--- src/rtl/pipeline_hazard_ctrl_if.sv ---
// Pipeline sequencing bus: hazard-detection inputs from the stage registers,
// stage enable/flush controls, data-memory handshake and status/counters.
`timescale 1ns/1ps

interface pipeline_hazard_ctrl_if #(
  parameter int CNT_W = 16
);
  // Observed pipeline state
  logic [4:0]       ifid_rs1;
  logic [4:0]       ifid_rs2;
  logic             idex_mem_read;
  logic [4:0]       idex_rd;
  logic             exmem_branch;
  logic             exmem_zero;
  logic             exmem_mem_read;
  logic             exmem_mem_write;
  logic             dmem_ready;

  // Sequencing controls
  logic             dmem_req;
  logic             pc_en;
  logic             pc_sel_branch;
  logic             ifid_en;
  logic             idex_en;
  logic             exmem_en;
  logic             memwb_en;
  logic             ifid_flush;
  logic             idex_flush;
  logic             exmem_flush;
  logic             memwb_flush;

  // Status and performance counters
  logic             mem_err;
  logic [CNT_W-1:0] stall_cnt;
  logic [CNT_W-1:0] flush_cnt;

  // Datapath side: presents pipeline state, consumes controls
  modport master (
    output ifid_rs1, ifid_rs2, idex_mem_read, idex_rd,
           exmem_branch, exmem_zero, exmem_mem_read, exmem_mem_write, dmem_ready,
    input  dmem_req, pc_en, pc_sel_branch,
           ifid_en, idex_en, exmem_en, memwb_en,
           ifid_flush, idex_flush, exmem_flush, memwb_flush,
           mem_err, stall_cnt, flush_cnt
  );

  // Controller side
  modport slave (
    input  ifid_rs1, ifid_rs2, idex_mem_read, idex_rd,
           exmem_branch, exmem_zero, exmem_mem_read, exmem_mem_write, dmem_ready,
    output dmem_req, pc_en, pc_sel_branch,
           ifid_en, idex_en, exmem_en, memwb_en,
           ifid_flush, idex_flush, exmem_flush, memwb_flush,
           mem_err, stall_cnt, flush_cnt
  );
endinterface

--- src/rtl/pipeline_hazard_ctrl.sv ---
// Hazard/sequencing controller for a 5-stage pipeline.
// Produces per-stage enable and flush controls for load-use stalls and
// branches resolved in MEM, runs the data-memory req/ready handshake with a
// timeout that halts the pipeline, and keeps saturating stall/flush counters.
// Controls are combinational from state + inputs; state and counters are registered.
`timescale 1ns/1ps

module pipeline_hazard_ctrl #(
  parameter int TIMEOUT = 16,
  parameter int TO_W    = 5,
  parameter int CNT_W   = 16
) (
  input logic                   clk,
  input logic                   rst,   // synchronous, active-low
  pipeline_hazard_ctrl_if.slave pipe
);

  typedef enum logic [1:0] {
    RUN      = 2'd0,
    MEM_WAIT = 2'd1,
    HALT     = 2'd2
  } state_t;

  state_t           state, state_nxt;
  logic [TO_W-1:0]  wait_cnt, wait_nxt;
  logic             mem_err_q, err_set;
  logic [CNT_W-1:0] stall_q, flush_q;
  logic             flush_inc;

  logic mem_op, branch_taken, load_use;

  logic dmem_req, pc_en, pc_sel_branch;
  logic ifid_en, idex_en, exmem_en, memwb_en;
  logic ifid_flush, idex_flush, exmem_flush, memwb_flush;

  assign mem_op       = pipe.exmem_mem_read | pipe.exmem_mem_write;
  assign branch_taken = pipe.exmem_branch & pipe.exmem_zero;
  // x0 is hardwired to zero, so a load targeting it never creates a hazard
  assign load_use     = pipe.idex_mem_read && (pipe.idex_rd != 5'd0) &&
                        ((pipe.idex_rd == pipe.ifid_rs1) || (pipe.idex_rd == pipe.ifid_rs2));

  // Control decode and next-state selection; reset forces default controls
  always_comb begin
    // NOTE: every signal gets a default before any branch so no path infers a latch.
    dmem_req      = 1'b0;
    pc_en         = 1'b1;
    pc_sel_branch = 1'b0;
    ifid_en       = 1'b1;
    idex_en       = 1'b1;
    exmem_en      = 1'b1;
    memwb_en      = 1'b1;
    ifid_flush    = 1'b0;
    idex_flush    = 1'b0;
    exmem_flush   = 1'b0;
    memwb_flush   = 1'b0;
    state_nxt     = state;
    wait_nxt      = wait_cnt;
    err_set       = 1'b0;
    flush_inc     = 1'b0;

    if (rst) begin
      case (state)
        RUN: begin
          if (mem_op) begin
            // A memory op masks any branch in EX/MEM (illegal combination)
            dmem_req = 1'b1;
            if (!pipe.dmem_ready) begin
              pc_en       = 1'b0;
              ifid_en     = 1'b0;
              idex_en     = 1'b0;
              exmem_en    = 1'b0;
              memwb_flush = 1'b1;
              state_nxt   = MEM_WAIT;
              wait_nxt    = TO_W'(1);
            end
          end else if (branch_taken) begin
            pc_sel_branch = 1'b1;
            ifid_flush    = 1'b1;
            idex_flush    = 1'b1;
            exmem_flush   = 1'b1;
            flush_inc     = 1'b1;
          end else if (load_use) begin
            // The bubble clears the load from ID/EX, so the stall lasts one cycle
            pc_en      = 1'b0;
            ifid_en    = 1'b0;
            idex_flush = 1'b1;
          end
        end

        MEM_WAIT: begin
          dmem_req = 1'b1;
          if (pipe.dmem_ready) begin
            state_nxt = RUN;
            wait_nxt  = '0;
          end else begin
            pc_en       = 1'b0;
            ifid_en     = 1'b0;
            idex_en     = 1'b0;
            exmem_en    = 1'b0;
            memwb_flush = 1'b1;
            if (wait_cnt == TO_W'(TIMEOUT)) begin
              err_set   = 1'b1;
              state_nxt = HALT;
            end else begin
              wait_nxt = wait_cnt + 1'b1;
            end
          end
        end

        default: begin
          // HALT: freeze everything until reset
          pc_en     = 1'b0;
          ifid_en   = 1'b0;
          idex_en   = 1'b0;
          exmem_en  = 1'b0;
          memwb_en  = 1'b0;
          state_nxt = HALT;
        end
      endcase
    end
  end

  // State, sticky error and saturating performance counters
  always_ff @(posedge clk) begin
    // NOTE: non-blocking assignments for all registered state so every flop samples pre-edge values.
    if (!rst) begin
      state     <= RUN;
      wait_cnt  <= '0;
      mem_err_q <= 1'b0;
      stall_q   <= '0;
      flush_q   <= '0;
    end else begin
      state    <= state_nxt;
      wait_cnt <= wait_nxt;
      if (err_set)
        mem_err_q <= 1'b1;
      if (!pc_en && (stall_q != '1))
        stall_q <= stall_q + 1'b1;
      if (flush_inc && (flush_q != '1))
        flush_q <= flush_q + 1'b1;
    end
  end

  assign pipe.dmem_req      = dmem_req;
  assign pipe.pc_en         = pc_en;
  assign pipe.pc_sel_branch = pc_sel_branch;
  assign pipe.ifid_en       = ifid_en;
  assign pipe.idex_en       = idex_en;
  assign pipe.exmem_en      = exmem_en;
  assign pipe.memwb_en      = memwb_en;
  assign pipe.ifid_flush    = ifid_flush;
  assign pipe.idex_flush    = idex_flush;
  assign pipe.exmem_flush   = exmem_flush;
  assign pipe.memwb_flush   = memwb_flush;
  assign pipe.mem_err       = mem_err_q;
  assign pipe.stall_cnt     = stall_q;
  assign pipe.flush_cnt     = flush_q;

endmodule

--- src/flat_wrapper.sv ---
// flat-port wrapper written by rule: the top's interface ports become plain ports
module pipeline_hazard_ctrl_flat 
#(
  parameter int TIMEOUT = 16,
  parameter int TO_W    = 5,
  parameter int CNT_W   = 16
)
  (clk, rst, pipe_ifid_rs1, pipe_ifid_rs2, pipe_idex_mem_read, pipe_idex_rd, pipe_exmem_branch, pipe_exmem_zero, pipe_exmem_mem_read, pipe_exmem_mem_write, pipe_dmem_ready, pipe_dmem_req, pipe_pc_en, pipe_pc_sel_branch, pipe_ifid_en, pipe_idex_en, pipe_exmem_en, pipe_memwb_en, pipe_ifid_flush, pipe_idex_flush, pipe_exmem_flush, pipe_memwb_flush, pipe_mem_err, pipe_stall_cnt, pipe_flush_cnt);
  pipeline_hazard_ctrl_if #(.CNT_W(CNT_W)) pipe_i ();
  input logic clk;
  input logic rst;
  input wire logic [$bits(pipe_i.ifid_rs1)-1:0] pipe_ifid_rs1;
  input wire logic [$bits(pipe_i.ifid_rs2)-1:0] pipe_ifid_rs2;
  input wire logic [$bits(pipe_i.idex_mem_read)-1:0] pipe_idex_mem_read;
  input wire logic [$bits(pipe_i.idex_rd)-1:0] pipe_idex_rd;
  input wire logic [$bits(pipe_i.exmem_branch)-1:0] pipe_exmem_branch;
  input wire logic [$bits(pipe_i.exmem_zero)-1:0] pipe_exmem_zero;
  input wire logic [$bits(pipe_i.exmem_mem_read)-1:0] pipe_exmem_mem_read;
  input wire logic [$bits(pipe_i.exmem_mem_write)-1:0] pipe_exmem_mem_write;
  input wire logic [$bits(pipe_i.dmem_ready)-1:0] pipe_dmem_ready;
  output wire logic [$bits(pipe_i.dmem_req)-1:0] pipe_dmem_req;
  output wire logic [$bits(pipe_i.pc_en)-1:0] pipe_pc_en;
  output wire logic [$bits(pipe_i.pc_sel_branch)-1:0] pipe_pc_sel_branch;
  output wire logic [$bits(pipe_i.ifid_en)-1:0] pipe_ifid_en;
  output wire logic [$bits(pipe_i.idex_en)-1:0] pipe_idex_en;
  output wire logic [$bits(pipe_i.exmem_en)-1:0] pipe_exmem_en;
  output wire logic [$bits(pipe_i.memwb_en)-1:0] pipe_memwb_en;
  output wire logic [$bits(pipe_i.ifid_flush)-1:0] pipe_ifid_flush;
  output wire logic [$bits(pipe_i.idex_flush)-1:0] pipe_idex_flush;
  output wire logic [$bits(pipe_i.exmem_flush)-1:0] pipe_exmem_flush;
  output wire logic [$bits(pipe_i.memwb_flush)-1:0] pipe_memwb_flush;
  output wire logic [$bits(pipe_i.mem_err)-1:0] pipe_mem_err;
  output wire logic [$bits(pipe_i.stall_cnt)-1:0] pipe_stall_cnt;
  output wire logic [$bits(pipe_i.flush_cnt)-1:0] pipe_flush_cnt;
  assign pipe_i.ifid_rs1 = pipe_ifid_rs1;
  assign pipe_i.ifid_rs2 = pipe_ifid_rs2;
  assign pipe_i.idex_mem_read = pipe_idex_mem_read;
  assign pipe_i.idex_rd = pipe_idex_rd;
  assign pipe_i.exmem_branch = pipe_exmem_branch;
  assign pipe_i.exmem_zero = pipe_exmem_zero;
  assign pipe_i.exmem_mem_read = pipe_exmem_mem_read;
  assign pipe_i.exmem_mem_write = pipe_exmem_mem_write;
  assign pipe_i.dmem_ready = pipe_dmem_ready;
  assign pipe_dmem_req = pipe_i.dmem_req;
  assign pipe_pc_en = pipe_i.pc_en;
  assign pipe_pc_sel_branch = pipe_i.pc_sel_branch;
  assign pipe_ifid_en = pipe_i.ifid_en;
  assign pipe_idex_en = pipe_i.idex_en;
  assign pipe_exmem_en = pipe_i.exmem_en;
  assign pipe_memwb_en = pipe_i.memwb_en;
  assign pipe_ifid_flush = pipe_i.ifid_flush;
  assign pipe_idex_flush = pipe_i.idex_flush;
  assign pipe_exmem_flush = pipe_i.exmem_flush;
  assign pipe_memwb_flush = pipe_i.memwb_flush;
  assign pipe_mem_err = pipe_i.mem_err;
  assign pipe_stall_cnt = pipe_i.stall_cnt;
  assign pipe_flush_cnt = pipe_i.flush_cnt;
  pipeline_hazard_ctrl #(.TIMEOUT(TIMEOUT), .TO_W(TO_W), .CNT_W(CNT_W)) u_core (.clk(clk), .rst(rst), .pipe(pipe_i));
endmodule
--- config.mk ---
export PLATFORM = sky130hd
export DESIGN_NAME = pipeline_hazard_ctrl_flat
export DESIGN_NICKNAME = d
export VERILOG_FILES = /design/src/rtl/pipeline_hazard_ctrl_if.sv /design/src/rtl/pipeline_hazard_ctrl.sv /design/src/flat_wrapper.sv
export SDC_FILE = /design/constraint.sdc
export NUM_CORES = 1
export LEC_CHECK = 0
export ABC_AREA = 1
export CAP_MARGIN = 15
export CELL_PAD_IN_SITES_DETAIL_PLACEMENT = 0
export CELL_PAD_IN_SITES_GLOBAL_PLACEMENT = 2
export CORE_ASPECT_RATIO = 0.9
export CORE_MARGIN = 1
export CORE_UTILIZATION = 29
export CTS_BUF_LIST = sky130_fd_sc_hd__clkbuf_8
export DETAILED_ROUTE_END_ITERATION = 6
export PLACE_DENSITY = 0.87
export SLEW_MARGIN = 20
export SYNTH_ARGS = -nofsm -noshare
export SYNTH_HDL_FRONTEND = slang
export SYNTH_SLANG_ARGS = --single-unit
--- constraint.sdc ---
create_clock -name clk -period 3.8 [get_ports clk]
set_input_delay 1.14 -clock clk [delete_from_list [all_inputs] [get_ports clk]]
set_output_delay 1.14 -clock clk [all_outputs]
set_load 0.02 [all_outputs]
## Yosys cells after proc, flatten, opt, wreduce, memory -nomap -nowiden

Index checks and enable logic that the tools add are counted.

| storage, ports and cells | value |
|---|---|
| register bits after elaboration | 40 |
| input port bits | 23 |
| output and inout port bits | 44 |
| word-level logic and storage cells | 73 |

| operators by class | value |
|---|---|
| add/subtract/negate cells | 3 |
| equality and inequality tests | 10 |
| multiplexer cells | 41 |
| bitwise logic cells | 2 |
| reduce and logical (&&, ||, !) cells | 12 |

Operators with widths:

| operator | number |
|---|---|
| $add 16x1->16 const B | 2 |
| $ne 16x16->1 const B | 2 |
| $mux 1 | 27 |
| $mux 5 | 4 |
| $eq 5x5->1 | 2 |
| $pmux 5 s2 | 1 |
| $mux 2 | 4 |
| $pmux 1 s2 | 4 |
| $add 5x1->5 const B | 1 |
| $eq 5x5->1 const B | 1 |
| $reduce_bool 5->1 | 1 |
| $logic_and 1x1->1 | 4 |
| $pmux 2 s2 | 1 |
| $reduce_and 4->1 | 1 |
| $ne 3x2->1 const B | 1 |
| $ne 3x3->1 const B | 1 |
| $reduce_and 3->1 | 1 |
| $eq 2x1->1 const B | 1 |
| $logic_not 2->1 | 1 |
| $ne 2x1->1 const B | 1 |
| $ne 2x2->1 const B | 1 |
| $reduce_bool 2->1 | 1 |
| $reduce_or 2->1 | 1 |
| $and 1x1->1 | 1 |
| 3 further kinds | 3 |

## Longest topological paths before layout

Gate-level depths: netlist of run 1.

| depth | value |
|---|---|
| word-level depth | 10 |
| depth in mapped cells | 12 |
| mapped depth without buffers | 11 |

## Least setup slack after synthesis of run 1

No wires, ideal clock.

| timing | value |
|---|---|
| path type | input -> output |
| start | input port pipe_exmem_mem_write |
| end | output port pipe_pc_en |
| arrival time | 2.223 ns |
| data required time | 2.660 ns |
| slack | 0.437 ns |
| stages | 11 |
| buffers on the path | 2 |
| path through | nor2_2 -> inv_2 -> nand2_1 -> nand2_2 -> inv_2 -> nor2_2 -> nand2_2 -> nand2_4 -> buf_6 -> inv_1 -> buf_4 |

| between the ends | value |
|---|---|
| cells in the longest elaborated chain, start to end | 4 |

Ends and longest elaborated chain:

| element | line | RTL |
|---|---|---|
| start, declared | flat_wrapper.sv:19 | `input wire logic [$bits(pipe_i.exmem_mem_write)-1:0] pipe_exmem_mem_write;` |
| $or 1x1->1 | pipeline_hazard_ctrl.sv:36 | `assign mem_op = pipe.exmem_mem_read \| pipe.exmem_mem_write;` |
| $mux 1 | n/a |  |
| $pmux 1 s2 | n/a |  |
| $mux 1 | n/a |  |
| end, declared | flat_wrapper.sv:22 | `output wire logic [$bits(pipe_i.pc_en)-1:0] pipe_pc_en;` |

Every way passes these cells.

## Final worst setup path of run 1

| timing | value |
|---|---|
| start | input port pipe_idex_rd[2] |
| end | output port pipe_pc_en |

| between the ends | value |
|---|---|
| cells in the longest elaborated chain, start to end | 8 |
| elaborated cells between the ends (all ways) | 11 |
| classes of those cells | 2 x eq/ne; 5 x mux; 4 x reduce/logical |

Ends and longest elaborated chain:

| element | line | RTL |
|---|---|---|
| start, declared | flat_wrapper.sv:15 | `input wire logic [$bits(pipe_i.idex_rd)-1:0] pipe_idex_rd;` |
| $eq 5x5->1 or $reduce_bool 5->1 (tied branches) | pipeline_hazard_ctrl.sv:40, pipeline_hazard_ctrl.sv:39 |  |
| $logic_or 1x1->1 or $logic_and 1x1->1 (tied branches) | pipeline_hazard_ctrl.sv:40, pipeline_hazard_ctrl.sv:39 |  |
| $logic_and 1x1->1 (*) | pipeline_hazard_ctrl.sv:39 | `assign load_use = pipe.idex_mem_read && (pipe.idex_rd != 5'd0) &&` |
| $mux 1 (*) | pipeline_hazard_ctrl.sv:82 | `end else if (load_use) begin` |
| $mux 1 (*) | pipeline_hazard_ctrl.sv:76 | `end else if (branch_taken) begin` |
| $mux 1 (*) | pipeline_hazard_ctrl.sv:64 | `if (mem_op) begin` |
| $pmux 1 s2 (*) | pipeline_hazard_ctrl.sv:62 | `case (state)` |
| $mux 1 (*) | pipeline_hazard_ctrl.sv:61 | `if (rst) begin` |

Mark *: on every way between the ends. The rest lies on a longest branch, timed or not.

==> impl_metrics.csv, run 1 <==
group,metric,value,unit
sta,skew,9.688,ps
grt,grt_overflow,0,
logic_synthesis,synthSimpleGateAreaFrac,0.3811,
placed_design,port_buffers,66,
sta,post-route-period-util,0.9932,
final_layout,drive_gt1_frac,0.1310,
sta,slew_headroom,0.7474,
die,pin_count,67,
grt,antenna_found_initial,0,
detailed_routing,wl_per_cell,11.39,um
final_layout,seq_area,800.8,um2
grt,met3_usage,0.03277,
logic_synthesis,synth-compound-area-share,0.1019,
final_layout,layout_common_cells,"nand2_1 (92), clkdlybuf4s50_1 (56), nor2_1 (41)",
run,max-cap-violations,0,
logic_synthesis,yosys.area_share.xor_xnor,0.08746,
sta,holdWs,476.7,ps
clock_network,cts_made_buffers,5,
final_layout,fill_cells,961,
die,die_y,91.89,um
sta,slew_violations,0,
pwr,ir_worst_vdd,0.1180,mV
clock_network,insertion_delay,290,ps
logic_synthesis,synth_warnings,0,
die,dieWidth,101.9,um
final_layout,multi_input_area,1540,um2
grt,grt_pass1_vias,2369,
sta,rsz0062_at_grt,"yes",
grt,use_met1,0.2074,
run_status,status,"complete, no violations",
sta,hold_viol,0,
critical_path,slowest_stage,"clkdlybuf4s50_1",
critical_path,crit_path_max_fanout,3,
final_layout,area_growth,34.02,%
detailed_routing,vias,2598,
clock_network,clock_path_buffers,2,
final_layout,fin_area,3490,um2
logic_synthesis,synth_edf_count,0,
grt,grt_max_degree,26,
logic_synthesis,synth_area_per_cell,6.728,um2
logic_synthesis,ys_seq_area_frac,0.3075,
pwr,p_leak,1.256,nW
clock_network,tritoncts,"yes",
critical_path,startpoint_type,"primary input",
logic_synthesis,synth_top_family_by_area,"simple AND/OR/NAND/NOR gates",
detailed_routing,drc,0,
critical_path,crit_chain,"clkdlybuf4s50_1, inv_2, nand2_1, nand2_1, nor2_1, nand3_1, nand2_1, nand3_2, nand2_4, inv_1, dlygate4sd2_1",
pwr,power_density,249.1,nW/um2
logic_synthesis,syn-instance-count,387,
logic_synthesis,async_flop_share,0,
grt,grt_pass1_wl,11100,um
grt,top_usage_layer,"met2",
critical_path,path_class,"in -> out",
detailed_routing,antenna_left,0,
logic_synthesis,synthMuxAreaShare,0,
clock_network,clockRootBuffer,"clkbuf_8",
logic_synthesis,synth_ff_type,"dfxtp_1",
critical_path,crit_required,2660,ps
logic_synthesis,synth_fa_ha_area_frac,0.01922,
sta,fmax,265.0,MHz
clock_network,cts_setup_buffers,0,
logic_synthesis,yosys_register_bits,40,
die,row_count,32,
placed_design,gp_congestion,0.8645,
die,initial_core_util,0.3011,
critical_path,critPathArrivalTime,2630,ps
critical_path,end_kind,"output port",
final_layout,diodes,0,
sta,fin_setup_tns,0,ps
final_layout,utilization,0.4035,
grt,track_usage,0.1481,
logic_synthesis,synth_area,2604,um2
clock_network,h-tree-depth,2,
placed_design,dpl_cell_area,3401,um2
clock_network,clock_sinks,40,
detailed_routing,drtIter0Drc,97,
sta,setup_viol,0,
clock_network,clkTransAtPathRegs,70,ps
detailed_routing,viasPerCell,4.503,
logic_synthesis,yosys.cell_types.count,33,
die,coreArea,8648,um2
placed_design,hpwl,5045,um
detailed_routing,firstDrtPassIters,4,
sta,worst_slew_pin_slew,375.4,ps
worst_hold_path,hold_class,"reg -> reg",
final_layout,final_nets,485,
critical_path,crit_top_cell,"nand2_1",
critical_path,max_stage_delay,510,ps
logic_synthesis,synth.net_count,414,
sta,post-route-min-period,3774,ps
detailed_routing,drt_wl_total,6570,um
die,die-area,9362,um2
final_layout,final_common_cell,"nand2_1",
grt,met2_usage,0.2269,
-- where the power goes --
group          internal (mW)  switching [mW]
sequential             0.423         0.00561
combinational         0.0568          0.0712
clock                  0.162           0.150
total                  0.642           0.227
-- critical path: cells and delay by family --
| family | cells | cell delay, ps |
|---|---|---|
| buffers and inverters | 4 | 930 |
| and+or+nand+nor | 7 | 560 |
-- metrics by stage --
stage               setup slack (ps)  std cells  total power, mW
floorplan                      437.4        387           0.5134
global placement              -261.6        570           0.5724
detailed placement            -266.7        570           0.5725
CTS                            2.389        577           0.8849
global route                  -97.71        577           0.9144
finish                         25.82        577           0.8694
-- timing repair --
item,4_1_cts,5_1_grt
hold endpoints to repair,0,0
endpoints found under the setup margin,10,6
cloned,0,0
resized for setup,10,6
hold buffers,0,0
-- cell type report --
type	count	area share
clock buffers	7	0.02761
inverters	44	0.04733
multi-input cells	289	0.4414
flip-flops and latches	40	0.2295
well taps	119	0.04267
repair buffers	78	0.2115
-- cells in the mapped netlist, types with 6 or more instances --
library cell | n | area, um2
nand2_2 | 7 | 43.79
xor2_1 | 14 | 122.6
xnor2_1 | 12 | 105.1
nor2_1 | 41 | 153.9
nand4_1 | 7 | 43.79
nor2_2 | 6 | 37.54
inv_1 | 33 | 123.9
nand2_1 | 92 | 345.3
inv_2 | 10 | 37.54
nor3_1 | 12 | 60.06
nand3_1 | 38 | 190.2
dfxtp_1 | 40 | 800.8
a21oi_2 | 10 | 87.58
a21oi_1 | 26 | 130.1
-- final timing paths --
check / from / end / slack (ps) / cells after the start
worst min-delay path: u_core.pipe.mem_err / u_core.pipe.mem_err / 480 / 2
worst min register to register: u_core.pipe.mem_err / u_core.pipe.mem_err / 480 / 2
worst max-delay path: pipe_idex_rd[2] / pipe_pc_en / 30 / 11
worst max register to register: u_core.pipe.flush_cnt[0] / u_core.pipe.flush_cnt[4] / 1830 / 10
-- cells by family after synthesis --
family,after synthesis
flip-flops,40
adder cells (fa/ha/maj),4
buffers and inverters,58
XOR/XNOR,26
AO/OA/AOI/OAI,45
AND/OR/NAND/NOR,214
-- flip-flops by register name, indices dropped and copies added (netlist names) --
register and flops:
u_core.state 2, u_core.pipe.flush_cnt 16, u_core.wait_cnt 5, u_core.pipe.mem_err 1, u_core.pipe.stall_cnt 16
-- routing by layer --
metal  wire [um]  vias to the layer above
li1            -                     1378
met1        3306                     1144
met2        2842                       68
met3         330                        8
met4          91                        0
met5           0                        -
Note: power is estimated with default switching activity, not from simulation.
==> inputs of run 2 (changes only) <==
--- a/config.mk
+++ b/config.mk
@@ -10,9 +10,10 @@
 export CELL_PAD_IN_SITES_DETAIL_PLACEMENT = 0
 export CELL_PAD_IN_SITES_GLOBAL_PLACEMENT = 2
 export CORE_ASPECT_RATIO = 0.9
-export CORE_MARGIN = 1
+export CORE_MARGIN = 4
 export CORE_UTILIZATION = 29
 export CTS_BUF_LIST = sky130_fd_sc_hd__clkbuf_8
+export CTS_CLUSTER_SIZE = 40
 export DETAILED_ROUTE_END_ITERATION = 6
 export PLACE_DENSITY = 0.87
 export SLEW_MARGIN = 20
==> run 2 against run 1 <==
  * Non-clock buffer count grew 1
  * Core utilization is 0.058 points higher
  * Largest cell class unchanged
  * Register-to-register slack hardly changed
  * Sequential power about the same
  * Worst hold slack better by 22 ps
==> impl_metrics.csv, run 2 (same netlist as run 1, synthesis figures left out) <==
group,metric,value,unit
clock_network,clock_path_buffers,2,
critical_path,max_stage_delay,600,ps
critical_path,r2r_end,"u_core.pipe.flush_cnt[4]",
placed_design,gp_congestion,0.7897,
run,max-cap-violations,0,
detailed_routing,drc,0,
clock_network,tritoncts,"yes",
clock_network,clock_sinks,40,
final_layout,diodes,0,
worst_hold_path,hold_class,"reg -> reg",
placed_design,place_ws,-302.9,ps
critical_path,crit_required,2660,ps
die,row_count,32,
sta,post-route-min-period,3684,ps
grt,grt_overflow,0,
final_layout,fin_area,3495,um2
critical_path,crit_path_max_fanout,9,
run_status,status,"complete, no violations",
sta,post-route-period-util,0.9694,
critical_path,end_kind,"output port",
clock_network,cts_made_buffers,5,
sta,worst_slew_pin_slew,362.1,ps
final_layout,layout_common_cells,"nand2_1 (92), clkdlybuf4s50_1 (55), nor2_1 (41)",
detailed_routing,antenna_left,0,
critical_path,critPathArrivalTime,2540,ps
die,die-area,10560,um2
sta,worst_slack,116.2,ps
placed_design,dpl_cell_area,3408,um2
critical_path,worstRegToRegCells,10,
grt,track_usage,0.1360,
detailed_routing,drt_wl_total,6996,um
clock_network,clockRootBuffer,"clkbuf_8",
sta,rsz0062_at_grt,"no",
pwr,power_density,259.8,nW/um2
placed_design,hpwl,5444,um
final_layout,fill_cells,955,
placed_design,port_buffers,66,
clock_network,insertion_delay,290,ps
sta,fmax,271.5,MHz
die,initial_core_util,0.3011,
sta,skew,13.16,ps
critical_path,rrSetupSlack,1830,ps
worst_hold_path,hold_start,"u_core.pipe.mem_err",
critical_path,path_class,"in -> out",
critical_path,crit_chain,"clkdlybuf4s50_1, buf_4, nand2_1, clkdlybuf4s50_1",
sta,hold_viol,0,
final_layout,drive_gt1_frac,0.1457,
grt,grt_pass1_wl,11950,um
die,coreArea,8648,um2
clock_network,clkTransAtPathRegs,70,ps
die,die_y,97.89,um
clock_network,h-tree-depth,2,
grt,grt_max_degree,26,
detailed_routing,viasPerCell,4.439,
worst_hold_path,hold_depth,2,
detailed_routing,drtIter0Drc,92,
critical_path,crit_top_cell,"clkdlybuf4s50_1",
sta,slew_violations,0,
critical_path,startpoint_type,"primary input",
pwr,p_leak,1.280,nW
grt,grt_pass1_vias,2521,
final_layout,final_nets,486,
die,pin_count,67,
grt,antenna_found_initial,0,
critical_path,slowest_stage,"clkdlybuf4s50_1",
detailed_routing,vias,2570,
sta,slew_headroom,0.7573,
final_layout,area_growth,34.21,%
worst_hold_path,worstHoldEndpoint,"u_core.pipe.mem_err",
critical_path,r2r_start,"u_core.pipe.flush_cnt[0]",
sta,setup_viol,0,
detailed_routing,firstDrtPassIters,6,
die,dieWidth,107.9,um
clock_network,postCtsHoldBufs,0,
final_layout,final_common_cell,"nand2_1",
detailed_routing,wl_per_cell,12.08,um
pwr,p_total,908.0,uW
pwr,ir_worst_vdd,0.1170,mV
## run 2: repair_timing
item	CTS	global route
setup buffers	0	0
resized for setup	13	14
pin swaps	0	0
endpoints found under the setup margin	10	6
endpoints found under the hold margin	0	0
## run 2: through the flow
stage          utilization  hold WS [ps]  cells  TNS, ps
2_1_floorplan            -         471.7    387        0
3_3_place_gp        0.3941         457.3    571    -1745
3_5_place_dp        0.3941         475.7    571    -2009
4_1_cts             0.4055         495.3    579   -14.60
5_1_grt             0.4041         508.8    579        0
6_report            0.4041         499.0    579        0
## run 2: metal layers
layer / global-route usage / routed length, um / vias up
met5: 0 / 0 / -
met4: 0.03398 / 44 / 0
met3: 0.02842 / 313 / 2
met2: 0.2156 / 3092 / 54
met1: 0.1885 / 3546 / 1128
li1: - / - / 1386
## run 2: where the power goes
part,total (mW),leakage (nW),internal (mW),switching (mW)
Sequential,0.429,0.323,0.424,0.00552
Combinational,0.130,0.897,0.0569,0.0729
Clock,0.349,0.0593,0.193,0.157
## run 2: final cells by class
cell class,count,area [um2],area share
flip-flops and latches,40,800.8,0.2291
multi-input cells,289,1544,0.4418
well taps,119,148.9,0.04261
clock inverters,3,38.79,0.01110
inverters,44,165.2,0.04726
clock buffers,5,68.82,0.01969
repair buffers,79,728.2,0.2084
## run 2: critical path: cells and delay by family
family                 cells  cell delay (ps)
and+or+nand+nor            1               70
buffers and inverters      3             1330
## run 2: how the worst max path moves through the flow
stage                         start         endpoint  slack, ps  cells after the start
5_1_grt             pipe_idex_rd[0]       pipe_pc_en         20                     11
3_5_place_dp        pipe_idex_rd[1]  pipe_idex_flush       -300                     10
2_1_floorplan  pipe_exmem_mem_write       pipe_pc_en        440                     11
3_3_place_gp        pipe_idex_rd[0]  pipe_idex_flush       -270                     10
6_report                        rst    pipe_memwb_en        120                      4
4_1_cts             pipe_idex_rd[1]  pipe_idex_flush        -10                     10
